$ cat src/rtl/fifo_rd_packer.sv
// Read-domain packer: pops narrow FIFO words and packs RATIO of them
// into one wide valid/ready beat; flush closes a partial beat as last.
module fifo_rd_packer #(
   parameter int DSIZE = 8,
   parameter int RATIO = 4
) (
   input  logic                     rclk,
   input  logic                     rrst_n,
   input  logic [DSIZE-1:0]         rdata,
   input  logic                     rempty,
   output logic                     rinc,
   input  logic                     flush,
   output logic [DSIZE*RATIO-1:0]   m_data,
   output logic [RATIO-1:0]         m_keep,
   output logic                     m_last,
   output logic                     m_valid,
   input  logic                     m_ready,
   output logic                     flush_done
);

   localparam int LW = $clog2(RATIO);
   localparam int CW = LW + 1;
   typedef logic [CW-1:0] cnt_t;
   localparam cnt_t FULL = cnt_t'(RATIO);

   logic [RATIO-1:0][DSIZE-1:0] acc_q, acc_d;
   logic [RATIO-1:0][DSIZE-1:0] m_data_q, m_data_d;
   cnt_t                        cnt_q, cnt_d;
   logic [RATIO-1:0]            m_keep_q, m_keep_d;
   logic                        m_last_q, m_last_d;
   logic                        m_valid_q, m_valid_d;
   logic                        flush_pend_q, flush_pend_d;
   logic                        flush_done_q, flush_done_d;
   logic                        out_free;
   logic                        send;
   logic                        pop;
   logic                        acc_empty;
   logic [RATIO-1:0]            keep;

   always_comb begin
      acc_empty = (cnt_q == '0);
      out_free  = !m_valid_q || m_ready;
      send      = out_free && ((cnt_q == FULL) || (flush_pend_q && !acc_empty));
      pop       = rrst_n && !rempty && !flush_pend_q && ((cnt_q != FULL) || send);

      keep = '0;
      for (int i = 0; i < RATIO; i++) begin
         keep[i] = (cnt_t'(i) < cnt_q);
      end

      acc_d = acc_q;
      cnt_d = cnt_q;
      if (send) begin
         acc_d = '0;
         cnt_d = '0;
      end
      // a pop that coincides with a send starts the next beat in lane 0
      if (pop) begin
         if (send) begin
            acc_d[0] = rdata;
            cnt_d    = cnt_t'(1);
         end else begin
            acc_d[cnt_q[LW-1:0]] = rdata;
            cnt_d                = cnt_q + cnt_t'(1);
         end
      end

      m_data_d  = m_data_q;
      m_keep_d  = m_keep_q;
      m_last_d  = m_last_q;
      m_valid_d = m_valid_q;
      if (send) begin
         for (int i = 0; i < RATIO; i++) begin
            m_data_d[i] = keep[i] ? acc_q[i] : '0;
         end
         m_keep_d  = keep;
         m_last_d  = flush_pend_q;
         m_valid_d = 1'b1;
      end else if (m_ready) begin
         m_valid_d = 1'b0;
      end

      // flushes arriving while one is pending are absorbed
      if (flush_pend_q) begin
         flush_pend_d = !(send || acc_empty);
      end else begin
         flush_pend_d = flush;
      end
      flush_done_d = flush_pend_q && (send || acc_empty);
   end

   always_ff @(posedge rclk or negedge rrst_n) begin
      if (!rrst_n) begin
         acc_q        <= '0;
         cnt_q        <= '0;
         m_data_q     <= '0;
         m_keep_q     <= '0;
         m_last_q     <= 1'b0;
         m_valid_q    <= 1'b0;
         flush_pend_q <= 1'b0;
         flush_done_q <= 1'b0;
      end else begin
         acc_q        <= acc_d;
         cnt_q        <= cnt_d;
         m_data_q     <= m_data_d;
         m_keep_q     <= m_keep_d;
         m_last_q     <= m_last_d;
         m_valid_q    <= m_valid_d;
         flush_pend_q <= flush_pend_d;
         flush_done_q <= flush_done_d;
      end
   end

   assign rinc       = pop;
   assign m_data     = m_data_q;
   assign m_keep     = m_keep_q;
   assign m_last     = m_last_q;
   assign m_valid    = m_valid_q;
   assign flush_done = flush_done_q;

endmodule

$ cat config.mk
export PLATFORM = sky130hd
export DESIGN_NAME = fifo_rd_packer
export DESIGN_NICKNAME = d
export VERILOG_FILES = /design/src/rtl/fifo_rd_packer.sv
export SDC_FILE = /design/constraint.sdc
export NUM_CORES = 1
export LEC_CHECK = 0
export ABC_CLOCK_PERIOD_IN_PS = 2870
export BUFFER_PORTS_ARGS = -buffer_cell sky130_fd_sc_hd__buf_2
export CAP_MARGIN = 5
export CORE_ASPECT_RATIO = 0.8
export CORE_MARGIN = 2
export CORE_UTILIZATION = 59
export DETAILED_ROUTE_END_ITERATION = 10
export PLACE_DENSITY_LB_ADDON = 0.12
export SKIP_CTS_REPAIR_TIMING = 1
export SLEW_MARGIN = 10
export SYNTH_ARGS = -nofsm -noshare
export SYNTH_HDL_FRONTEND = slang
export SYNTH_SLANG_ARGS = --single-unit
$ cat constraint.sdc
create_clock -name rclk -period 2.87 [get_ports rclk]
set_input_delay 0.287 -clock rclk [delete_from_list [all_inputs] [get_ports rclk]]
set_output_delay 0.287 -clock rclk [all_outputs]
set_load 0.01 [all_outputs]
==> flow_summary.toml <==
[synth]
synth_area_mm2 = 0.00304
seq_area_frac_synth_pct = 61.8
synth_edf_count = 0
ys_seq_elements = 75
ys_warn_count = 0
syn_area_per_cell_um2 = 12.0
synthFlopType = "dfrtp_1"
synth_cells = 253
synth_fp_nets = 270
ys_async_sr_fraction_pct = 100
yosysUniqueCellTypes = 29

[clocking]
cts_tree = "yes"
clk_pin_slew_ns = 0.07
clock_latency_ns = 0.34
clkSinkCount = 75
htree_levels = 3
cts_buffers = 9
cts_buffer_depth = 2
root_buffer = "clkbuf_8"

[timing]
rsz0062_at_grt = "false"
setup_viol = 0
post-route-period-util_pct = 77.8
tightest_slew_ns = 0.773
hold_slack_ns = 0.175
fin_tns_setup_ns = 0
worst_clock_skew_ns = 0.00503
slew_violations = 0
period_needed_ns = 2.23
max_freq_mhz = 448
max-slew-margin-rel_pct = 48.1
hold_viol = 0
layout_setup_ws_ns = 0.636

[die]
die_x_um = 84.2
dieArea_mm2 = 0.00574
die_h_um = 68.2
row_count = 23
core_area_mm2 = 0.00498
start_util_pct = 61.0
io_pins = 53

[critical_path]
critPathLaunch = "cnt_q[0]"
cp_max_fo = 6
crit_type = "register to output pin"
worst_setup_path_start_kind = "register"
rr_startpoint = "cnt_q[0]"
worstPathArrival_ns = 1.95
cp-end-kind = "output pin"
crit_required_ns = 2.58

[placement]
placed_cells = 361
place_ws_ns = 0.695
io_buffers = 52
gp_congestion = 0.869
dp_hpwl_mm = 4.06

[power_and_ir_drop]
p_sw_share_pct = 35.2
seqPwrFrac_pct = 44.2
internal_power_w = 0.00231
p_leak_nw = 2.11
clkPwrFrac_pct = 23.2
combinationalPowerShare_pct = 32.6
vdd_drop_max_uv = 672
p_total_w = 0.00357
power_density_mw_per_mm2 = 1000
p_sw_w = 0.00126

[route]
remaining_drc_errors = 0
drtIter0Drc = 92
first_pass_iters = 4
vias = 2091
drt-vias-per-instance = 5.53
antenna_left = 0
drt_wl_total_mm = 6.15
routedWlPerCell_um = 16.3

[hold_path]
min_from = "flush"
hold_class = "input pin to register"

[layout]
nets = 328
final_cell_mix = "dfrtp_1, buf_2, nand2_1"
drive_above_1_share_pct = 24.7
stdcell_count = 378
num_antenna_cells = 0
area_growth_pct = 17.2
mostFrequentLayoutCell = "dfrtp_1"

[global_routing]
grt_max_degree = 42
grt_overflow_total = 0
grt_pass1_wl_mm = 10.2
groute.usage.overall_pct = 23.8
grt_pass1_vias = 1996
antenna_found_initial = 0

[outcome]
status = "finished clean"

[flow_run]
max_cap_viol_count = 0
-- cell type report --
class	count	area, um2
inverter	4	15.0
multi-input combinational	162	1070
tap	62	77.6
clock buffer	15	176
clock inverter	1	30.0
timing repair buffer	59	318
fill	351	1420
sequential	75	1880
-- Yosys cell counts (2+ instances only) --
master	n	area, um2
inv_1	4	15.0
nand2b_1	2	12.5
mux2i_1	25	250
a21o_1	3	22.5
nand4_2	2	25.0
ha_1	4	50.1
buf_4	3	22.5
nand2_1	41	154
xnor2_1	2	17.5
nand3_1	17	85.1
dfrtp_1	75	1880
buf_2	7	35.0
nor2_1	28	105
a22o_1	24	210
buf_6	2	22.5
-- final timing paths --
kind                                     end  slack, ns  cells after the start
max in group asynchronous         m_data[14]       1.52                      3
worst min-delay path            flush_pend_q       0.18                      2
min in group asynchronous          acc_q[10]       0.46                      2
worst max register to register     acc_q[26]       0.66                      6
worst min register to register    m_data[22]       0.46                      2
worst max-delay path                    rinc       0.64                      6
-- power groups by stage --
stage	Sequential, W	Clock, W	Combinational [W]
2_1_floorplan	0.00160	0	0.000802
3_3_place_gp	0.00159	0	0.00114
3_5_place_dp	0.00159	0	0.00117
4_1_cts	0.00158	0.000852	0.00117
5_1_grt	0.00162	0.000892	0.00129
6_report	0.00158	0.000830	0.00116
-- critical path, cell delays in order, from the launching register on --
cell and delay, ns:
dfrtp_1 0.44, inv_1 0.13, ha_1 0.29, nand4b_1 0.28
nand3_1 0.23, inv_1 0.10, buf_2 0.14
-- per-stage QoR --
stage          util, %  instance area, um2
3_5_place_dp      67.2                3340
6_report          71.5                3560
3_3_place_gp      67.2                3340
2_1_floorplan        -                3040
5_1_grt           71.5                3560
4_1_cts           71.3                3550
-- registers in the layout, summed over array words and instances (netlist names) --
name and count:
flush_done 1, acc_q 32, m_valid 1, cnt_q 3
m_last 1, m_data 32, flush_pend_q 1, m_keep 4
-- logic make-up (layout without fill, tap and decap cells) --
logic type	Yosys count	after routing	share of synthesized area [%]
compound gates	31	31	8.81
xor+xnor	2	2	0.576
fa+ha+maj	4	4	1.65
buf+inv	16	79	3.13
flops	75	75	61.8
mux	27	27	9.06
simple gates	98	98	15.0
-- layer usage --
layer  vias to the layer above  GRT usage (%)  share of wire, %
met5                         -              0                 0
met4                         0           7.46               1.1
met3                         6           7.96               5.0
met2                        54           35.8                45
met1                      1054           33.1                48
li1                        977              -                 -
No activity file was read; power rests on OpenSTA's default activity.
